`src/rtl/cohort_serdes_sched.sv`:
```
// Round-robin scheduler that shares one cohort serdes channel among NUM_REQ requesters.
// Grants are locked per input transaction; a tag FIFO routes each response back to its owner.
module cohort_serdes_sched #(
  parameter int unsigned NUM_REQ   = 4,
  parameter int unsigned IN_W      = 64,
  parameter int unsigned OUT_W     = 64,
  parameter int unsigned IN_BEATS  = 2,
  parameter int unsigned OUT_BEATS = 1,
  parameter int unsigned TAG_DEPTH = 2
) (
  input  logic                       clk_i,
  input  logic                       rst_ni,
  input  logic [NUM_REQ-1:0]         req_valid_i,
  output logic [NUM_REQ-1:0]         req_ready_o,
  input  logic [NUM_REQ*IN_W-1:0]    req_data_i,
  output logic                       ser_valid_o,
  input  logic                       ser_ready_i,
  output logic [IN_W-1:0]            ser_data_o,
  input  logic                       des_valid_i,
  output logic                       des_ready_o,
  input  logic [OUT_W-1:0]           des_data_i,
  output logic [NUM_REQ-1:0]         rsp_valid_o,
  input  logic [NUM_REQ-1:0]         rsp_ready_i,
  output logic [OUT_W-1:0]           rsp_data_o,
  output logic [$clog2(NUM_REQ)-1:0] grant_id_o,
  output logic                       busy_o
);

  localparam int unsigned IdW     = $clog2(NUM_REQ);
  localparam int unsigned InCntW  = $clog2((IN_BEATS > 2) ? IN_BEATS : 2);
  localparam int unsigned OutCntW = $clog2((OUT_BEATS > 2) ? OUT_BEATS : 2);
  localparam int unsigned PtrW    = $clog2((TAG_DEPTH > 2) ? TAG_DEPTH : 2);
  localparam int unsigned CntW    = $clog2(TAG_DEPTH + 1);

  typedef enum logic [0:0] {StIdle, StXfer} state_e;

  state_e             state_q, state_d;
  logic [IdW-1:0]     rr_ptr_q, rr_ptr_d;
  logic [IdW-1:0]     grant_q, grant_d;
  logic [InCntW-1:0]  in_cnt_q, in_cnt_d;
  logic [OutCntW-1:0] out_cnt_q, out_cnt_d;
  logic [PtrW-1:0]    wr_ptr_q, wr_ptr_d;
  logic [PtrW-1:0]    rd_ptr_q, rd_ptr_d;
  logic [CntW-1:0]    tag_cnt_q, tag_cnt_d;
  logic [IdW-1:0]     tag_mem_q [TAG_DEPTH];

  logic [2*NUM_REQ-1:0] req_dbl;
  logic [NUM_REQ-1:0]   req_rot;
  logic [IdW:0]         pick_sum;
  logic [IdW-1:0]       pick_id;
  logic                 pick_found;
  logic                 ser_hs, des_hs;
  logic                 push, pop;
  logic                 fifo_empty, fifo_full;
  logic [IdW-1:0]       head_tag;

  assign fifo_empty = (tag_cnt_q == '0);
  assign fifo_full  = (tag_cnt_q >= CntW'(TAG_DEPTH));
  assign head_tag   = tag_mem_q[rd_ptr_q];

  // Rotate requests so bit 0 is the requester at rr_ptr; first set bit wins.
  always_comb begin
    req_dbl    = {req_valid_i, req_valid_i} >> rr_ptr_q;
    req_rot    = req_dbl[NUM_REQ-1:0];
    pick_found = 1'b0;
    pick_sum   = '0;
    pick_id    = '0;
    for (int i = 0; i < NUM_REQ; i++) begin
      if (!pick_found && req_rot[i]) begin
        pick_found = 1'b1;
        pick_sum   = {1'b0, rr_ptr_q} + (IdW+1)'(i);
      end
    end
    if (pick_sum >= (IdW+1)'(NUM_REQ)) begin
      pick_id = IdW'(pick_sum - (IdW+1)'(NUM_REQ));
    end else begin
      pick_id = pick_sum[IdW-1:0];
    end
  end

  always_comb begin
    ser_data_o = '0;
    for (int i = 0; i < NUM_REQ; i++) begin
      if (grant_q == IdW'(i)) ser_data_o = req_data_i[i*IN_W +: IN_W];
    end
  end

  // Request FSM
  always_comb begin
    state_d     = state_q;
    grant_d     = grant_q;
    rr_ptr_d    = rr_ptr_q;
    in_cnt_d    = in_cnt_q;
    push        = 1'b0;
    ser_hs      = 1'b0;
    ser_valid_o = 1'b0;
    req_ready_o = '0;
    unique case (state_q)
      StIdle: begin
        if (pick_found && !fifo_full) begin
          grant_d  = pick_id;
          in_cnt_d = '0;
          state_d  = StXfer;
        end
      end
      StXfer: begin
        ser_valid_o          = req_valid_i[grant_q];
        req_ready_o[grant_q] = ser_ready_i;
        ser_hs               = req_valid_i[grant_q] && ser_ready_i;
        if (ser_hs) begin
          if (in_cnt_q == InCntW'(IN_BEATS - 1)) begin
            push     = 1'b1;
            rr_ptr_d = (grant_q == IdW'(NUM_REQ - 1)) ? '0 : grant_q + 1'b1;
            in_cnt_d = '0;
            state_d  = StIdle;
          end else begin
            in_cnt_d = in_cnt_q + 1'b1;
          end
        end
      end
      default: state_d = StIdle;
    endcase
  end

  // Response routing: head tag selects the requester; serdes is held off when no tag is queued.
  always_comb begin
    rsp_valid_o = '0;
    des_ready_o = 1'b0;
    if (!fifo_empty) begin
      rsp_valid_o[head_tag] = des_valid_i;
      des_ready_o           = rsp_ready_i[head_tag];
    end
    des_hs    = des_valid_i && des_ready_o;
    pop       = 1'b0;
    out_cnt_d = out_cnt_q;
    if (des_hs) begin
      if (out_cnt_q == OutCntW'(OUT_BEATS - 1)) begin
        pop       = 1'b1;
        out_cnt_d = '0;
      end else begin
        out_cnt_d = out_cnt_q + 1'b1;
      end
    end
  end

  always_comb begin
    wr_ptr_d  = wr_ptr_q;
    rd_ptr_d  = rd_ptr_q;
    tag_cnt_d = tag_cnt_q;
    if (push) wr_ptr_d = (wr_ptr_q == PtrW'(TAG_DEPTH - 1)) ? '0 : wr_ptr_q + 1'b1;
    if (pop)  rd_ptr_d = (rd_ptr_q == PtrW'(TAG_DEPTH - 1)) ? '0 : rd_ptr_q + 1'b1;
    unique case ({push, pop})
      2'b10:   tag_cnt_d = tag_cnt_q + 1'b1;
      2'b01:   tag_cnt_d = tag_cnt_q - 1'b1;
      default: tag_cnt_d = tag_cnt_q;
    endcase
  end

  assign rsp_data_o = des_data_i;
  assign grant_id_o = grant_q;
  assign busy_o     = (state_q == StXfer) || !fifo_empty;

  always_ff @(posedge clk_i or negedge rst_ni) begin
    if (!rst_ni) begin
      state_q   <= StIdle;
      rr_ptr_q  <= '0;
      grant_q   <= '0;
      in_cnt_q  <= '0;
      out_cnt_q <= '0;
      wr_ptr_q  <= '0;
      rd_ptr_q  <= '0;
      tag_cnt_q <= '0;
    end else begin
      state_q   <= state_d;
      rr_ptr_q  <= rr_ptr_d;
      grant_q   <= grant_d;
      in_cnt_q  <= in_cnt_d;
      out_cnt_q <= out_cnt_d;
      wr_ptr_q  <= wr_ptr_d;
      rd_ptr_q  <= rd_ptr_d;
      tag_cnt_q <= tag_cnt_d;
    end
  end

  // Tag storage needs no reset; validity is tracked by tag_cnt_q.
  always_ff @(posedge clk_i) begin
    if (push) tag_mem_q[wr_ptr_q] <= grant_q;
  end

endmodule

```
`config.mk`:
```
export PLATFORM = sky130hd
export DESIGN_NAME = cohort_serdes_sched
export DESIGN_NICKNAME = d
export VERILOG_FILES = /design/src/rtl/cohort_serdes_sched.sv
export SDC_FILE = /design/constraint.sdc
export NUM_CORES = 1
export LEC_CHECK = 0
export ABC_AREA = 1
export BUFFER_PORTS_ARGS = -buffer_cell sky130_fd_sc_hd__buf_2
export CAP_MARGIN = 5
export CORE_AREA = 2 2 183 185
export CTS_CLUSTER_DIAMETER = 80
export DETAILED_ROUTE_END_ITERATION = 8
export DIE_AREA = 0 0 185 187
export GPL_TIMING_DRIVEN = 0
export PLACE_DENSITY_LB_ADDON = 0.08
export SETUP_SLACK_MARGIN = 0.02
export SLEW_MARGIN = 40
export SYNTH_ARGS = -nofsm -noshare
export SYNTH_HDL_FRONTEND = slang
export SYNTH_SLANG_ARGS = --single-unit
```
`constraint.sdc`:
```
create_clock -name clk_i -period 5.05 [get_ports clk_i]
set_input_delay 1.01 -clock clk_i [delete_from_list [all_inputs] [get_ports clk_i]]
set_output_delay 1.01 -clock clk_i [all_outputs]
set_load 0.03 [all_outputs]
```
==> results.txt, run 1 <==
The run finished with clean final reports. At the end of routability-driven placement, the weighted congestion stood at 0.7975. TritonCTS built the clock tree.

The slowest stage of the critical path is the sky130_fd_sc_hd__clkbuf_1 cell. For the number of failing hold endpoints at the final stage, the log shows 0. The share of final-layout standard cells stronger than drive strength 1 was 0.4900. The pre-CTS setup slack was 0.8806 ns; the clock latency at the later pin of the worst-skew pair was 0.24 ns. For the fraction of the core area covered by cells at the end of the flow, the log shows 0.1874. Tracing the worst setup path back leads to its startpoint at grant_id_o[0]. The clock passes through at most 2 buffers. The min-delay analysis places its worst path in the category reg -> reg. The proportion of power drawn by flip-flops and latches is 0.058, and the post-synthesis area per instance is 5.420 µm². Using the TritonRoute via totals, the vias-per-cell ratio works out to 3.705.

Number of CTS-inserted buffers: 3. The tool flagged a number of max-cap violations equal to 0. Summed over all nets, the switching power comes to 2.528 mW. The tools report the nature of the critical path startpoint as a flop.

The layout overhead on the synthesized area was 77.78%. The design draws 3.786 mW. The part of the cycle the worst path needs was 0.8214. Detailed placement finished with a half-perimeter wire length of 20800 µm. The setup-violating endpoint count in the final report is 0, and the number of pins exceeding their max-slew limit in the final report is 0. The fraction of the yosys area taken by sequential cells was 0.1069.

The tools report the startpoint of the most critical hold path as state_q. Biggest cell delay along the critical path: 0.61 ns. In the final design database the tool counted 1389 nets.

The worst-case hold slack came out at 0.5125 ns. The vertical extent of the die was 187 µm; the worst-case clock skew was 0.003508 ns. The worst reg2reg path startpoint is grant_id_o[1]. The tools report the number of rows created at floorplan as 67.

The signal on the critical path passes through inv_1 > ha_1 > inv_1 > clkbuf_1 > clkbuf_1 > o21ai_0 > o21ai_0 > buf_2. The run gives 639 as the gate count after technology mapping. Headroom to the max-slew limit: 0.4289. The initial core utilization came out at 0.1054. The final layout contains routed wiring with a total length of 24850 µm. The count of unresolved DRC violations after routing is 0. For this design the static power due to leakage is 3.357 nW.

For the number of violations reported at the end of detailed-routing iteration 0, the log shows 188. The cell-internal power was 1.259 mW. The switching share of total power is 0.6675, and the first-pass GRT wire length is 34910 µm. Vias after detailed routing: 5573. For the hold buffer count at cts, the log shows 0. The logic gate share of total power was 0.902; the worst vdd rail ir drop was 0.2108 mV. Setup repair after global routing left no endpoint under its margin. The tools report the count of unique library cells instantiated by Yosys as 32. The area of the core is 32860 µm². Counting every sink on the clock net gives 14. Total track usage: 0.1349. The worst-margin pin slew was 0.8567 ns. Entering global routing, the biggest net connects 12 pins. Synthesis produced a netlist with a net count of 976. The average wire length per cell after detail routing came out at 16.52 µm. For the number of antenna violations at the first check in global routing, the log shows 6. Clock-pin slew was measured on the worst setup and hold paths at 0.05 ns. Data on the critical path is required at its endpoint by 4.04 ns.

The arrival time of the worst setup path is 3.14 ns, and the post-CTS setup buffer count is 0. Input and output buffers added on the ports amount to 408. Dividing total power by cell area gives a power density of 615.0 nW/µm².

The run gives 0 as the global route total overflow. In the final timing run, aggregate negative setup slack is 0 ns. Measured along the x axis, the die boundary spans 185 µm. The first detailed-routing pass ran for 5 iterations. Based on the critical path, the design can be clocked at up to 241.1 MHz. Kind of critical path: reg -> out. After synthesis the netlist holds a flip-flop and latch count of 14. The part of the power in the clock network was 0.039. The die covers 34600 µm². The worst setup path is captured at a primary output.

The root buffer cell chosen for the clock tree is sky130_fd_sc_hd__clkbuf_16. The via count of the first global-routing pass was 5497; the residual antenna-violating net count after detailed routing was 0. In this run the worst path has a maximum fanout of 11. The clock period could shrink to 4.148 ns.

In this run the count of I/O pins placed on the die edge is 473. Across all setup checks in the final design, the least slack found is 0.9019 ns. The tools report the synthesis warning total as 0.

Level count of the clock H-tree: 1. Family of cells with the greatest summed delay on the critical path: buffers and inverters. After clock tree synthesis, the repair step resized 0 gates. The netlist area before placement is 3463 µm². Counting both buffers and inverters, the worst setup path holds a total of 5.
-- registers in the layout (all words and copies together) (netlist names) --
register,count
tag_mem_q,4
in_cnt_q,1
grant_id_o,2
tag_cnt_q,2
rr_ptr_q,2
wr_ptr_q,1
rd_ptr_q,1
state_q,1
-- cells by family (layout without fill, tap and decap cells) --
logic type                 count (synthesis)  in the layout  synth area share
and+or+nand+nor                          276            276            0.3335
AOI/OAI and AO/OA                        206            206            0.3009
buffers and inverters                    133            545            0.2280
DFF                                       14             14            0.1069
adders and majority gates                  5              5           0.01806
xor gates and xnor gates                   5              5           0.01265
other                                      0              5                 0
-- cell usage in the layout (no fill, tap or decap), drive strengths merged --
cell,netlist,routed
a21oi,69,69
nand2,238,238
inv,26,26
o211ai,2,2
buf,84,492
ha,5,5
nor3,7,7
o21a,1,1
edfxtp,4,4
xnor2,2,2
xor2,3,3
nand4,5,5
dfrtp,10,10
nand3,14,14
clkinv,1,2
nor2,10,10
clkbuf,22,25
nand3b,2,2
diode,0,5
o21ai,134,134
-- metrics by stage --
step | instance area (µm²) | cells
CTS | 6145 | 1499
detailed placement | 6066 | 1495
global placement | 6066 | 1495
global route | 6150 | 1501
floorplan | 3463 | 639
finish | 6157 | 1504
-- cells in the mapped netlist --
master | count | area, µm²
sky130_fd_sc_hd__nor2_1 | 7 | 26.28
sky130_fd_sc_hd__inv_2 | 4 | 15.01
sky130_fd_sc_hd__inv_1 | 20 | 75.07
sky130_fd_sc_hd__o21ai_2 | 1 | 8.760
sky130_fd_sc_hd__edfxtp_1 | 4 | 120.1
sky130_fd_sc_hd__inv_6 | 1 | 8.760
sky130_fd_sc_hd__buf_1 | 1 | 3.750
sky130_fd_sc_hd__nand2_1 | 230 | 863.3
sky130_fd_sc_hd__dfrtp_1 | 10 | 250.2
sky130_fd_sc_hd__ha_1 | 5 | 62.56
sky130_fd_sc_hd__buf_4 | 69 | 518.0
sky130_fd_sc_hd__nor2_4 | 2 | 22.52
sky130_fd_sc_hd__nor2_2 | 1 | 6.260
sky130_fd_sc_hd__nand2_2 | 4 | 25.02
sky130_fd_sc_hd__o21a_1 | 1 | 7.510
sky130_fd_sc_hd__o21ai_0 | 78 | 390.4
sky130_fd_sc_hd__clkinv_1 | 1 | 3.750
sky130_fd_sc_hd__nand3b_1 | 2 | 15.01
sky130_fd_sc_hd__nand3_2 | 3 | 30.03
sky130_fd_sc_hd__nand2_4 | 4 | 45.04
sky130_fd_sc_hd__nand3_1 | 11 | 55.05
sky130_fd_sc_hd__nor3_1 | 7 | 35.03
sky130_fd_sc_hd__a21oi_1 | 69 | 345.3
sky130_fd_sc_hd__o211ai_1 | 2 | 15.01
sky130_fd_sc_hd__o21ai_1 | 55 | 275.3
sky130_fd_sc_hd__buf_6 | 1 | 11.26
sky130_fd_sc_hd__xnor2_1 | 2 | 17.52
sky130_fd_sc_hd__xor2_1 | 3 | 26.28
sky130_fd_sc_hd__clkbuf_1 | 22 | 82.58
sky130_fd_sc_hd__inv_4 | 1 | 6.260
sky130_fd_sc_hd__nand4_1 | 5 | 31.28
sky130_fd_sc_hd__buf_2 | 13 | 65.06
-- routing by layer --
| layer | vias up | global-route usage | wire, µm |
|---|---|---|---|
| met3 | 9 | 0.02356 | 1823 |
| met4 | 2 | 0.01740 | 166 |
| li1 | 2874 | - | - |
| met1 | 2444 | 0.1583 | 9969 |
| met2 | 244 | 0.2577 | 12870 |
| met5 | - | 0 | 13 |
-- worst paths after layout --
check / depth (start not counted) / to / slack (ns)
worst max-delay path: 8 / ser_data_o[39] / 0.90
worst min-delay path: 2 / in_cnt_q / 0.51
worst max register to register: 10 / tag_cnt_q[1] / 2.95
worst min register to register: 2 / in_cnt_q / 0.51
max in group asynchronous: 1 / rd_ptr_q / 4.21
min in group asynchronous: 1 / wr_ptr_q / 0.63
-- power groups by stage --
| stage | combinational [mW] | sequential [mW] | clock, mW |
|---|---|---|---|
| final | 3.42 | 0.221 | 0.149 |
| after global routing | 3.78 | 0.229 | 0.159 |
| after CTS | 3.51 | 0.223 | 0.156 |
| after detailed placement | 3.50 | 0.224 | 0 |
| after global placement | 3.53 | 0.225 | 0 |
| after floorplan | 2.32 | 0.217 | 0 |
-- worst reg2reg max path, delay by kind of cell (launching register included) --
kind                     cells  cell delay (ns)
AND/OR/NAND/NOR              4             0.47
AO/OA/AOI/OAI                3             0.35
buffers and inverters        1             0.16
adder cells (fa/ha/maj)      1             0.33
flip-flops                   1             0.51
XOR/XNOR                     1             0.16
-- layout make-up --
cell class | count | area (µm²)
Fill cell | 3951 | 26700
Tap cell | 448 | 560.5
Antenna cell | 5 | 12.51
Inverter | 27 | 108.9
Clock buffer | 3 | 75.07
Buffer | 106 | 680.7
Clock inverter | 1 | 3.754
Timing Repair Buffer | 408 | 2042
Multi-Input combinational cell | 492 | 2303
Sequential cell | 14 | 370.4
Power figures use the tool's default switching activity.
==> run 2, diff against run 1 <==
--- a/config.mk
+++ b/config.mk
@@ -5,13 +5,13 @@
 export SDC_FILE = /design/constraint.sdc
 export NUM_CORES = 1
 export LEC_CHECK = 0
-export ABC_AREA = 1
+export ABC_AREA = 0
 export BUFFER_PORTS_ARGS = -buffer_cell sky130_fd_sc_hd__buf_2
 export CAP_MARGIN = 5
-export CORE_AREA = 2 2 183 185
+export CORE_AREA = 2 2 182 184
 export CTS_CLUSTER_DIAMETER = 80
 export DETAILED_ROUTE_END_ITERATION = 8
-export DIE_AREA = 0 0 185 187
+export DIE_AREA = 0 0 184 186
 export GPL_TIMING_DRIVEN = 0
 export PLACE_DENSITY_LB_ADDON = 0.08
 export SETUP_SLACK_MARGIN = 0.02
==> constraint.sdc (replaced) <==
create_clock -name clk_i -period 4.2 [get_ports clk_i]
set_input_delay 0.84 -clock clk_i [delete_from_list [all_inputs] [get_ports clk_i]]
set_output_delay 0.84 -clock clk_i [all_outputs]
set_load 0.03 [all_outputs]
==> results.txt, run 2 <==
The half-perimeter wire length after placement was 21110 µm (+1.5%); the top-area cell type share of the netlist area was 0.1717 (-0.07755). The via count of the first global-routing pass came out at 4983 (-9.4%). The part of the cycle the worst path needs came out at 0.8543. The logs give 0 (unchanged) for the setup-violating endpoint count in the final report and 0 (unchanged) for the post-cts gate resize count. The post-synthesis async set-or-reset flop share works out to 0.7143 (unchanged). The tools report the worst vdd rail ir drop as 0.1392 mV (-34%).

The worst setup path is of the reg -> out kind. The nature of the critical path startpoint was a flop. For the pin count of the biggest net entering global routing, the log shows 11 (-1).

The number of synthesized register bits is 14 (unchanged). In the synthesized netlist the dominant register cell turns out to be sky130_fd_sc_hd__dfrtp_1. The min-delay analysis places its worst path in the category in -> async. The buffer depth of the longest clock path is 2 (unchanged). The gate count after technology mapping is 443 (-31%). The vias after detailed routing came out at 4923 (-12%). For the arrival time of the worst setup path, the log shows 2.75 ns (-0.39 ns). Total power density per cell area: 752.2 nW/µm² (+22%). The global route total overflow was 0 (unchanged); the design area was 5857 µm² (-4.9%). The tools report the critical path data required time as 3.36 ns (-0.68 ns). Number of top-level pins: 473 (unchanged).

The residual antenna-violating net count after detailed routing was 0 (unchanged); the number of violations reported at the end of detailed-routing iteration 0 was 191 (+1.6%). STA classifies the critical path endpoint as a primary output. The largest fanout on the critical path works out to 10 (-1). The netlist area before placement was 3213 µm² (-7.2%). The commonest cells after synthesis are sky130_fd_sc_hd__nand2_1, sky130_fd_sc_hd__nor2b_1, sky130_fd_sc_hd__buf_4, sky130_fd_sc_hd__o31ai_1, sky130_fd_sc_hd__a221oi_1.

TritonCTS built the clock tree. Final critical path time including I/O delays and setup: 3.588 ns. The most crowded layer after global routing was met2. The synthesis warning total is 0 (unchanged). The CTS clock-pin slew for the worst setup and hold paths was 0.05 ns (about the same); the average wire length per cell after detail routing was 19.03 µm (+15%). The tools report the met2 capacity usage during global routing as 0.2545 (-0.003216). The number of failing hold endpoints at the final stage was 0 (unchanged); the fill cell instance count of the final layout was 3823 (-3.2%). The register with the most flip-flops in the final layout is tag_mem_q. Walking the worst path, the cells encountered are inv_1 > ha_1 > buf_2 > clkbuf_1 > a221oi_1 > o31ai_1 > buf_2. For the area of the core, the log shows 32210 µm² (-2.0%).

The library cells used most frequently in the layout, excluding fill and tap cells, are sky130_fd_sc_hd__buf_2, sky130_fd_sc_hd__nand2_1, sky130_fd_sc_hd__nor2b_1. The run gives 1 (unchanged) as the level count of the clock H-tree. The vertical extent of the die is 186 µm (-0.53%). The cell type of the slowest stage on the worst timing path is sky130_fd_sc_hd__clkbuf_1.

The clock latency at the later pin of the worst-skew pair is 0.25 ns (about the same), and the die area is 34220 µm² (-1.1%). The biggest cell delay along the critical path is 0.56 ns (-0.05 ns), and the number of buffer and inverter stages on the critical path is 4 (-1). The tools report the global routing usage on met3 as 0.03209 (+0.008528).

The dominant combinational cell family by area after synthesis is compound AO/OA/AOI/OAI gates. The number of antenna violations at the first check in global routing was 7 (+1). The cell type contributing the most total cell area after synthesis is sky130_fd_sc_hd__a221oi_1. The run gives 2.02 ns (-0.93 ns) as the setup slack on the worst flop-to-flop path. The flow ran to the end, and the final reports show no timing, DRC or antenna violations. The run gives 0 (unchanged) as the number of pins exceeding their max-slew limit in the final report. For the worst-case clock skew, the log shows 0.005260 ns (+0.001752 ns). For this run, the top clock speed supported by timing is 278.7 MHz.

The xor/xnor share of the synthesized area came out at 0.01363 (+0.0009848). The static leakage power is 2.879 nW (-14%), and the share of final-layout standard cells stronger than drive strength 1 is 0.5754 (+0.08543). For the fraction of the yosys area taken by sequential cells, the log shows 0.1153 (+0.008328). Setup repair after global routing left no endpoint under its margin. The count of flip-flops with a built-in enable after synthesis is 4 (unchanged). The tools report the placer congestion estimate as 0.7528 (-5.6%).

The headroom to the max-slew limit is 0.5493 (+0.1204). The count of unresolved DRC violations after routing is 0 (unchanged), and the adder-cell area share of the yosys netlist is 0.01947 (+0.001407). The cell that appears most often on the critical path is sky130_fd_sc_hd__buf_2.

The hold buffer count at cts was 0 (unchanged); the via density per instance was 3.882 (+4.8%). Horizontal extent of the die: 184 µm (-0.54%). The total track usage was 0.1299 (-0.004926). The most common cell in the netlist was sky130_fd_sc_hd__nand2_1.

The worst-margin pin slew is 0.6761 ns (-0.1806 ns), and the placed standard-cell area is 5766 µm² (-5.0%). For the count of max-cap constraint violations, the log shows 0 (unchanged). The initial core utilization came out at 0.09977 (-0.005625).

Post-synthesis area per instance: 7.253 µm² (+34%). Sorting the synthesized cells by area gives the leading types as sky130_fd_sc_hd__a221oi_1, sky130_fd_sc_hd__buf_4, sky130_fd_sc_hd__o31ai_1, sky130_fd_sc_hd__nor2b_1, sky130_fd_sc_hd__dfrtp_1. The setup TNS is 0 ns (unchanged), and the mux contribution to synthesized area is 0.03855 (+0.03855). The synthesized net count is 780 (-20%), and the flip-flop count of the largest register after layout is 4 (unchanged). The share of the synthesized area in compound gates (AO/OA/AOI/OAI) is 0.3505 (+0.04953). The post-CTS setup buffer count came out at 0 (unchanged). The number of CTS-inserted buffers came out at 3 (unchanged).

The number of rows created at floorplan is 66 (-1.5%). For the first-pass iteration count of the detailed router, the log shows 5 (unchanged). The family of cells with the greatest summed delay on the critical path was buffers and inverters. The layout overhead on the synthesized area is 82.28%, and the first-pass GRT wire length is 33130 µm (-5.1%). Count of buffers from port buffering: 408 (unchanged). Met1 capacity usage during global routing: 0.1423 (-0.01602). Final net count: 1193 (-14%).

Leaving out fill and tap cells, the most frequent cell in the layout is sky130_fd_sc_hd__buf_2. The tools report the total detailed-routing wirelength as 24130 µm (-2.9%). The simple-gate share of the synthesized area is 0.2523 (-0.08112), and the count of unique library cells instantiated by Yosys is 38 (+19%). CTS sink count: 14 (unchanged). The root buffer selected by CTS is sky130_fd_sc_hd__clkbuf_16.
==> run 2: cell count changes in the layout (fill, tap and decap cells not counted), sizes merged, moves of 63 or more <==
cell    delta
a221oi    +63
a21oi     -66
o21ai    -129
nand2    -172
o31ai     +64
nor2b     +65
==> run 2: metrics by stage <==
step	total power [mW]	utilization	hold slack [ns]	worst slack (ns)	cells
after floorplan	2.923	-	0.4681	1.120	443
after global placement	4.362	0.1790	0.4873	0.6954	1259
after detailed placement	4.335	0.1790	0.4863	0.6396	1259
after CTS	4.529	0.1815	0.4760	0.3707	1263
after global routing	4.768	0.1816	0.4794	0.2044	1265
final	4.406	0.1819	0.4618	0.6119	1268
==> run 2: layer usage <==
layer  part of all wire  up-vias
met5            0.00046        -
met4             0.0088        2
met3              0.067       18
met2               0.56      209
met1               0.36     2267
li1                   -     2427
==> run 2: cell families after synthesis <==
| kind of cell | Yosys count |
|---|---|
| and+or+nand+nor | 157 |
| xor gates and xnor gates | 5 |
| AOI/OAI and AO/OA | 141 |
| buffers and inverters | 111 |
| adders and majority gates | 5 |
| DFF | 14 |
| muxes | 10 |
==> run 2: final timing paths <==
kind                                     from              to  cells after the start
worst max-delay path            grant_id_o[0]  ser_data_o[47]                      7
worst min-delay path                   rst_ni    tag_cnt_q[1]                      1
worst max register to register  grant_id_o[0]     rr_ptr_q[0]                      4
worst min register to register       wr_ptr_q        wr_ptr_q                      1
max in group asynchronous              rst_ni        wr_ptr_q                      1
min in group clk_i                   wr_ptr_q        wr_ptr_q                      1
==> run 2: layout make-up <==
class | count | area, µm² | share of cell area
plain buffers | 107 | 660.6 | 0.1128
inverters | 4 | 15.01 | 0.002564
multi-input cells | 318 | 2167 | 0.3700
clock buffers | 3 | 75.07 | 0.01282
well taps | 408 | 510.5 | 0.08716
clock inverters | 1 | 3.754 | 0.0006409
flip-flops and latches | 14 | 370.4 | 0.06323
diodes | 5 | 12.51 | 0.002136
repair buffers | 408 | 2042 | 0.3486
==> run 2: where the power goes <==
| part | internal, mW | leakage [nW] | switching (mW) |
|---|---|---|---|
| Combinational | 1.24 | 2.68 | 2.70 |
| Sequential | 0.198 | 0.156 | 0.0842 |
| Clock | 0.126 | 0.0386 | 0.0589 |
| Total | 1.57 | 2.88 | 2.84 |
==> run 2: worst reg2reg max path, cell delays in order, from the launching register on <==
cell and delay [ns]:
sky130_fd_sc_hd__dfrtp_1 0.57, sky130_fd_sc_hd__ha_1 0.34, sky130_fd_sc_hd__clkbuf_1 0.50, sky130_fd_sc_hd__clkbuf_1 0.49, sky130_fd_sc_hd__o31ai_1 0.14
